[src/rtl/sprite_motion_ctrl.sv]
// Sprite overlay scheduler: tracks the raster from the blanking signals, bounces the sprite once per
// frame during vertical blank, steps the animation index and drives the per-pixel window/ROM address.
//
// state  | meaning
// IDLE   | overlay off, sprite parked at screen centre
// RUN    | overlay on, waiting for the start of vertical blank
// UPDATE | one cen cycle: apply motion step, advance animation hold counter
// PAUSE  | overlay on, motion and animation frozen
module sprite_motion_ctrl #(
   parameter int SPR_W      = 400,
   parameter int SPR_H      = 176,
   parameter int SCR_W      = 1920,
   parameter int SCR_H      = 1080,
   parameter int STEP_X     = 4,
   parameter int STEP_Y     = 2,
   parameter int N_FRAMES   = 8,
   parameter int FRAME_HOLD = 4
) (
   input  logic                        clk_i,
   input  logic                        rst_i,
   input  logic                        cen_i,
   input  logic [1:0]                  vh_blank_i,
   input  logic                        enable_i,
   input  logic                        pause_i,
   output logic [11:0]                 pos_x_o,
   output logic [11:0]                 pos_y_o,
   output logic [1:0]                  dir_o,
   output logic [$clog2(N_FRAMES)-1:0] anim_idx_o,
   output logic                        in_win_o,
   output logic [16:0]                 rom_addr_o,
   output logic                        frame_tick_o
);

   localparam int X_MAX = SCR_W - SPR_W;
   localparam int Y_MAX = SCR_H - SPR_H;
   localparam int AW    = $clog2(N_FRAMES);
   localparam int HW    = (FRAME_HOLD > 1) ? $clog2(FRAME_HOLD) : 1;

   typedef enum logic [1:0] {ST_IDLE, ST_RUN, ST_UPDATE, ST_PAUSE} state_t;

   state_t          r_state;
   state_t          w_state_nxt;
   logic [1:0]      r_blank_d;
   logic [11:0]     r_hcount;
   logic [11:0]     r_vcount;
   logic            r_h_ok;
   logic            r_v_ok;
   logic [11:0]     r_pos_x;
   logic [11:0]     r_pos_y;
   logic            r_dx_neg;
   logic            r_dy_neg;
   logic [AW-1:0]   r_anim;
   logic [HW-1:0]   r_hold;
   logic            r_in_win;
   logic [16:0]     r_rom_addr;
   logic [16:0]     r_addr_ctr;

   logic            w_hb_fall;
   logic            w_hb_rise;
   logic            w_vb_fall;
   logic            w_vb_rise;
   logic [12:0]     w_nx_sum;
   logic [12:0]     w_ny_sum;
   logic [11:0]     w_nx;
   logic [11:0]     w_ny;
   logic            w_ndx;
   logic            w_ndy;
   logic [12:0]     w_x_end;
   logic [12:0]     w_y_end;
   logic            w_active;
   logic            w_win;

   assign w_hb_fall = r_blank_d[0] & ~vh_blank_i[0];
   assign w_hb_rise = ~r_blank_d[0] & vh_blank_i[0];
   assign w_vb_fall = r_blank_d[1] & ~vh_blank_i[1];
   assign w_vb_rise = ~r_blank_d[1] & vh_blank_i[1];

   always_comb begin
      w_state_nxt = r_state;
      case (r_state)
         ST_IDLE:   if (enable_i) w_state_nxt = ST_RUN;
         ST_RUN: begin
            if (!enable_i)                   w_state_nxt = ST_IDLE;
            else if (w_vb_rise && !pause_i)  w_state_nxt = ST_UPDATE;
            else if (pause_i)                w_state_nxt = ST_PAUSE;
         end
         ST_UPDATE: w_state_nxt = ST_RUN;
         ST_PAUSE: begin
            if (!enable_i)     w_state_nxt = ST_IDLE;
            else if (!pause_i) w_state_nxt = ST_RUN;
         end
         default:   w_state_nxt = ST_IDLE;
      endcase
   end

   // 13-bit sums so the far-edge compare cannot wrap
   assign w_nx_sum = {1'b0, r_pos_x} + 13'(STEP_X);
   assign w_ny_sum = {1'b0, r_pos_y} + 13'(STEP_Y);

   always_comb begin
      w_nx  = r_pos_x;
      w_ndx = r_dx_neg;
      w_ny  = r_pos_y;
      w_ndy = r_dy_neg;
      if (!r_dx_neg) begin
         if (w_nx_sum >= 13'(X_MAX)) begin
            w_nx  = 12'(X_MAX);
            w_ndx = 1'b1;
         end else begin
            w_nx  = w_nx_sum[11:0];
         end
      end else if (r_pos_x <= 12'(STEP_X)) begin
         w_nx  = 12'd0;
         w_ndx = 1'b0;
      end else begin
         w_nx  = r_pos_x - 12'(STEP_X);
      end
      if (!r_dy_neg) begin
         if (w_ny_sum >= 13'(Y_MAX)) begin
            w_ny  = 12'(Y_MAX);
            w_ndy = 1'b1;
         end else begin
            w_ny  = w_ny_sum[11:0];
         end
      end else if (r_pos_y <= 12'(STEP_Y)) begin
         w_ny  = 12'd0;
         w_ndy = 1'b0;
      end else begin
         w_ny  = r_pos_y - 12'(STEP_Y);
      end
   end

   // Delayed blanks line up with the counter values they qualify
   assign w_x_end  = {1'b0, r_pos_x} + 13'(SPR_W);
   assign w_y_end  = {1'b0, r_pos_y} + 13'(SPR_H);
   assign w_active = (r_state != ST_IDLE) && enable_i;
   assign w_win    = w_active && r_h_ok && r_v_ok && (r_blank_d == 2'b00) &&
                     (r_hcount >= r_pos_x) && ({1'b0, r_hcount} < w_x_end) &&
                     (r_vcount >= r_pos_y) && ({1'b0, r_vcount} < w_y_end);

   always_ff @(posedge clk_i) begin
      if (!rst_i) begin
         r_state    <= ST_IDLE;
         r_blank_d  <= 2'b00;
         r_hcount   <= 12'd0;
         r_vcount   <= 12'd0;
         r_h_ok     <= 1'b0;
         r_v_ok     <= 1'b0;
         r_pos_x    <= 12'(X_MAX / 2);
         r_pos_y    <= 12'(Y_MAX / 2);
         r_dx_neg   <= 1'b0;
         r_dy_neg   <= 1'b0;
         r_anim     <= '0;
         r_hold     <= '0;
         r_in_win   <= 1'b0;
         r_rom_addr <= 17'd0;
         r_addr_ctr <= 17'd0;
      end else if (cen_i) begin
         r_state   <= w_state_nxt;
         r_blank_d <= vh_blank_i;

         if (w_hb_fall)                r_hcount <= 12'd0;
         else if (r_hcount != 12'hFFF) r_hcount <= r_hcount + 12'd1;
         if (w_vb_fall)                          r_vcount <= 12'd0;
         else if (w_hb_rise && !vh_blank_i[1])   r_vcount <= r_vcount + 12'd1;
         if (w_hb_fall) r_h_ok <= 1'b1;
         if (w_vb_fall) r_v_ok <= 1'b1;

         if (w_state_nxt == ST_IDLE) begin
            r_pos_x  <= 12'(X_MAX / 2);
            r_pos_y  <= 12'(Y_MAX / 2);
            r_dx_neg <= 1'b0;
            r_dy_neg <= 1'b0;
            r_anim   <= '0;
            r_hold   <= '0;
         end else if (r_state == ST_UPDATE) begin
            r_pos_x  <= w_nx;
            r_pos_y  <= w_ny;
            r_dx_neg <= w_ndx;
            r_dy_neg <= w_ndy;
            if (r_hold == HW'(FRAME_HOLD - 1)) begin
               r_hold <= '0;
               r_anim <= r_anim + AW'(1);
            end else begin
               r_hold <= r_hold + HW'(1);
            end
         end

         r_in_win <= w_win;
         if (!w_active || w_vb_fall) begin
            r_rom_addr <= 17'd0;
            r_addr_ctr <= 17'd0;
         end else if (w_win) begin
            r_rom_addr <= r_addr_ctr;
            r_addr_ctr <= r_addr_ctr + 17'd1;
         end
      end
   end

   assign pos_x_o      = r_pos_x;
   assign pos_y_o      = r_pos_y;
   assign dir_o        = {r_dy_neg, r_dx_neg};
   assign anim_idx_o   = r_anim;
   assign in_win_o     = r_in_win;
   assign rom_addr_o   = r_rom_addr;
   assign frame_tick_o = (r_state == ST_UPDATE);

endmodule

[config.mk]
export PLATFORM = sky130hd
export DESIGN_NAME = sprite_motion_ctrl
export DESIGN_NICKNAME = d
export VERILOG_FILES = /design/src/rtl/sprite_motion_ctrl.sv
export SDC_FILE = /design/constraint.sdc
export NUM_CORES = 1
export LEC_CHECK = 0
export CAP_MARGIN = 40
export CORE_ASPECT_RATIO = 0.5
export CORE_MARGIN = 8
export CORE_UTILIZATION = 53
export DETAILED_ROUTE_END_ITERATION = 16
export PLACE_DENSITY_LB_ADDON = 0.3
export REMOVE_ABC_BUFFERS = 1
export SYNTH_ARGS = -nofsm -noshare
export SYNTH_HDL_FRONTEND = slang
export SYNTH_SLANG_ARGS = --single-unit
[constraint.sdc]
create_clock -name clk_i -period 2.98 [get_ports clk_i]
set_input_delay 0.298 -clock clk_i [delete_from_list [all_inputs] [get_ports clk_i]]
set_output_delay 0.298 -clock clk_i [all_outputs]
set_load 0.02 [all_outputs]
==> out/metrics.yaml <==
status:
  status: "finished with violations"
  violations: "negative setup slack"
place:
  globalplace.congestion: 0.953
  pre_cts_ws_ps: -52.2
  dpl.hpwl_um: 12900
  portBuffers: 51
logic_synthesis:
  synth.most_common_cell: "dfxtp_1"
  synth_top_family_by_area: "simple AND/OR/NAND/NOR gates"
  syn_area_mm2: 0.00614
  syn_area_per_cell_um2: 7.97
  synth_compound_area_share_pct: 23.0
  ys_seq_elements: 93
  synth_warnings: 0
  synth-simple-area-share_pct: 24.1
  synthFlopType: "dfxtp_1"
  synthArstFlopShare_pct: 0
  muxShareOfSynthArea_pct: 0.998
  synthCells: 771
  synth_edf_count: 0
  yosysTopAreaCell: "dfxtp_1"
  synth_common_cells: "dfxtp_1, nor2_1, a21oi_1"
  synth_top_area_share_pct: 30.3
  synth.yosys.seq_area_share_pct: 30.3
  yosys-top-cells-area: "dfxtp_1, ha_1, a21oi_1, nor2_1, xnor2_1"
  synthAdderAreaFrac_pct: 10.8
  synth.distinct_cells: 78
  synth_xor_area_share_pct: 5.42
sta:
  min_period_ps: 3110
  period_share_pct: 104
  relSlewSlack_pct: 63.8
  setup_ws_ps: -125
  drv_slew: 0
  rsz0062_at_grt: "true"
  hold_viol: 0
  skew_ps: 8.41
  worstMarginPinSlew_ps: 542
  setup_viol: 7
  fmax_mhz: 322
cts:
  cts_tree: "built"
  clk_pin_slew_worst_paths_ps: 70
  clock_path_buffers: 2
  clock-sinks: 93
  clock_latency_ps: 350
  cts_root_buf: "clkbuf_16"
  numCtsBuffers: 9
  htreeDepth: 3
global_routing:
  grt_pass1_wl_um: 29000
  grt_pass1_vias: 5722
  overflow: 0
  grt_max_degree: 32
  grt_use_total_pct: 22.3
  antenna_found_initial: 0
final_layout:
  n_fill_cell: 876
  seqCellArea_mm2: 0.00187
  final_core_util_pct: 68.5
  diodes: 0
  multi_input_area_mm2: 0.00413
  layout.nets: 919
  drive_gt1_share_pct: 14.9
  area_growth_syn_to_layout_pct: 24.3
min_path:
  hold_path.class: "reg -> reg"
power:
  internal-power_mw: 1.91
  combinationalPowerShare_pct: 7.2
  netSwitchingPower_mw: 0.696
  switching_share_pct: 26.7
  p_per_area_mw_per_mm2: 342
  peakVddDrop_mv: 0.246
  power_mw: 2.61
  seqPwrFrac_pct: 48.5
  power_frac_clock_pct: 44.3
  p_leak_nw: 2.92
setup_path:
  cp_max_fo: 4
  max_stage_delay_ps: 550
  crit_family: "simple AND/OR/NAND/NOR gates"
  startpoint_type: "flop"
  crit_top_cell: "buf_6"
  crit_required_ps: 3250
  end_kind: "flop"
  critical_path_class: "reg -> reg"
  slowest_stage: "or4b_1"
  critical_path_buf_inv_count: 5
  worst_ep_arrival_time_ps: 3380
  r2r_slack_ps: -130
  path_cells: "inv_2 -> ha_4 -> and2b_2 -> buf_6 -> nor2_4 -> xnor2_2 -> ha_1 -> buf_6 -> a211oi_2 -> a211o_1 -> buf_6 -> buf_6 -> nand4_1 -> or4b_1 -> o211ai_1"
floorplanning:
  initial_core_util_pct: 55.1
  io_pins: 55
  row_count: 27
  die-area_mm2: 0.0155
  coreArea_mm2: 0.0111
  die_w_um: 168
  die_height_um: 92.1
route:
  antenna_left: 0
  drt-initial-drc-count: 513
  dr.pass1.iters: 5
  vias_per_cell: 6.20
  drt-total-wl_um: 18100
  via_count: 6259
  drc: 0
  wire_per_inst_um: 17.9
run:
  cap_violations: 0
==> logic make-up (layout without fill, tap and decap cells) <==
family,Yosys count,in the layout
muxes,6,6
xor gates and xnor gates,38,38
other,1,3
DFF,93,93
and+or+nand+nor,290,290
AOI/OAI and AO/OA,213,213
buffers and inverters,77,168
adders and majority gates,53,53
==> registers in the layout (all words and copies together), names as in the netlist <==
name and cells:
rom_addr_o 17, r_dy_neg 1, r_vcount 12, r_dx_neg 1, pos_y_o 11, r_hcount 12, r_state 2, r_addr_ctr 17
in_win_o 1, r_v_ok 1, pos_x_o 10, anim_idx_o 3, r_hold 2, r_blank_d 2, r_h_ok 1
==> power groups by stage <==
| stage | registers, mW | logic (mW) | clock network (mW) |
|---|---|---|---|
| floorplan | 1.30 | 0.0882 | 0 |
| global placement | 1.29 | 0.167 | 0 |
| detailed placement | 1.29 | 0.169 | 0 |
| CTS | 1.26 | 0.171 | 1.17 |
| global route | 1.27 | 0.204 | 1.22 |
| finish | 1.26 | 0.188 | 1.16 |
==> per-layer routing <==
layer	GRT usage [%]	vias to the layer above	wire length, um
li1	-	3010	-
met1	30.6	2965	8420
met2	34.3	255	7950
met3	5.99	29	1440
met4	5.02	0	276
met5	0	-	0
==> path summary, 6_finish.rpt <==
path / from / to / cells past startpoint
max: pos_y_o[5] / r_addr_ctr[2] / 15
min: rom_addr_o[2] / rom_addr_o[2] / 1
max reg2reg: pos_y_o[5] / r_addr_ctr[2] / 15
min reg2reg: rom_addr_o[2] / rom_addr_o[2] / 1
==> through the flow <==
step / area (um^2) / TNS (ps) / std cells / hold slack [ps]
final: 7640 / -461 / 1009 / 478
after global routing: 7640 / -4140 / 1009 / 496
after CTS: 7390 / 0 / 999 / 482
after detailed placement: 7070 / -365 / 983 / 464
after global placement: 7070 / 0 / 983 / 451
after floorplan: 5960 / -19680 / 732 / 377
==> layout make-up <==
type                       instances  share of cell area, %
multi-input combinational        603                   54.1
clock inverter                     7                  0.950
clock buffer                       9                   2.95
inverter                          36                   1.77
tap                              145                   2.38
sequential                        93                   24.5
timing repair buffer             116                   13.4
==> repair_timing <==
item | in CTS | in global routing
hold buffers | 0 | 0
hold endpoints to repair | 0 | 0
buffers inserted | 0 | 10
pin swaps | 2 | 19
gates resized for setup | 5 | 44
endpoints found under the setup margin | 26 | 34
==> cells in the final DEF, fill, tap and decap left out, types with 27 or more instances in the layout <==
cell / count
a21oi_1: 59
nand2_1: 60
ha_1: 51
dfxtp_1: 87
buf_4: 59
o21ai_0: 42
clkdlybuf4s50_1: 51
inv_1: 31
nor2_1: 73
nand3_1: 42
xnor2_1: 27
(Power assumes the default switching activity.)
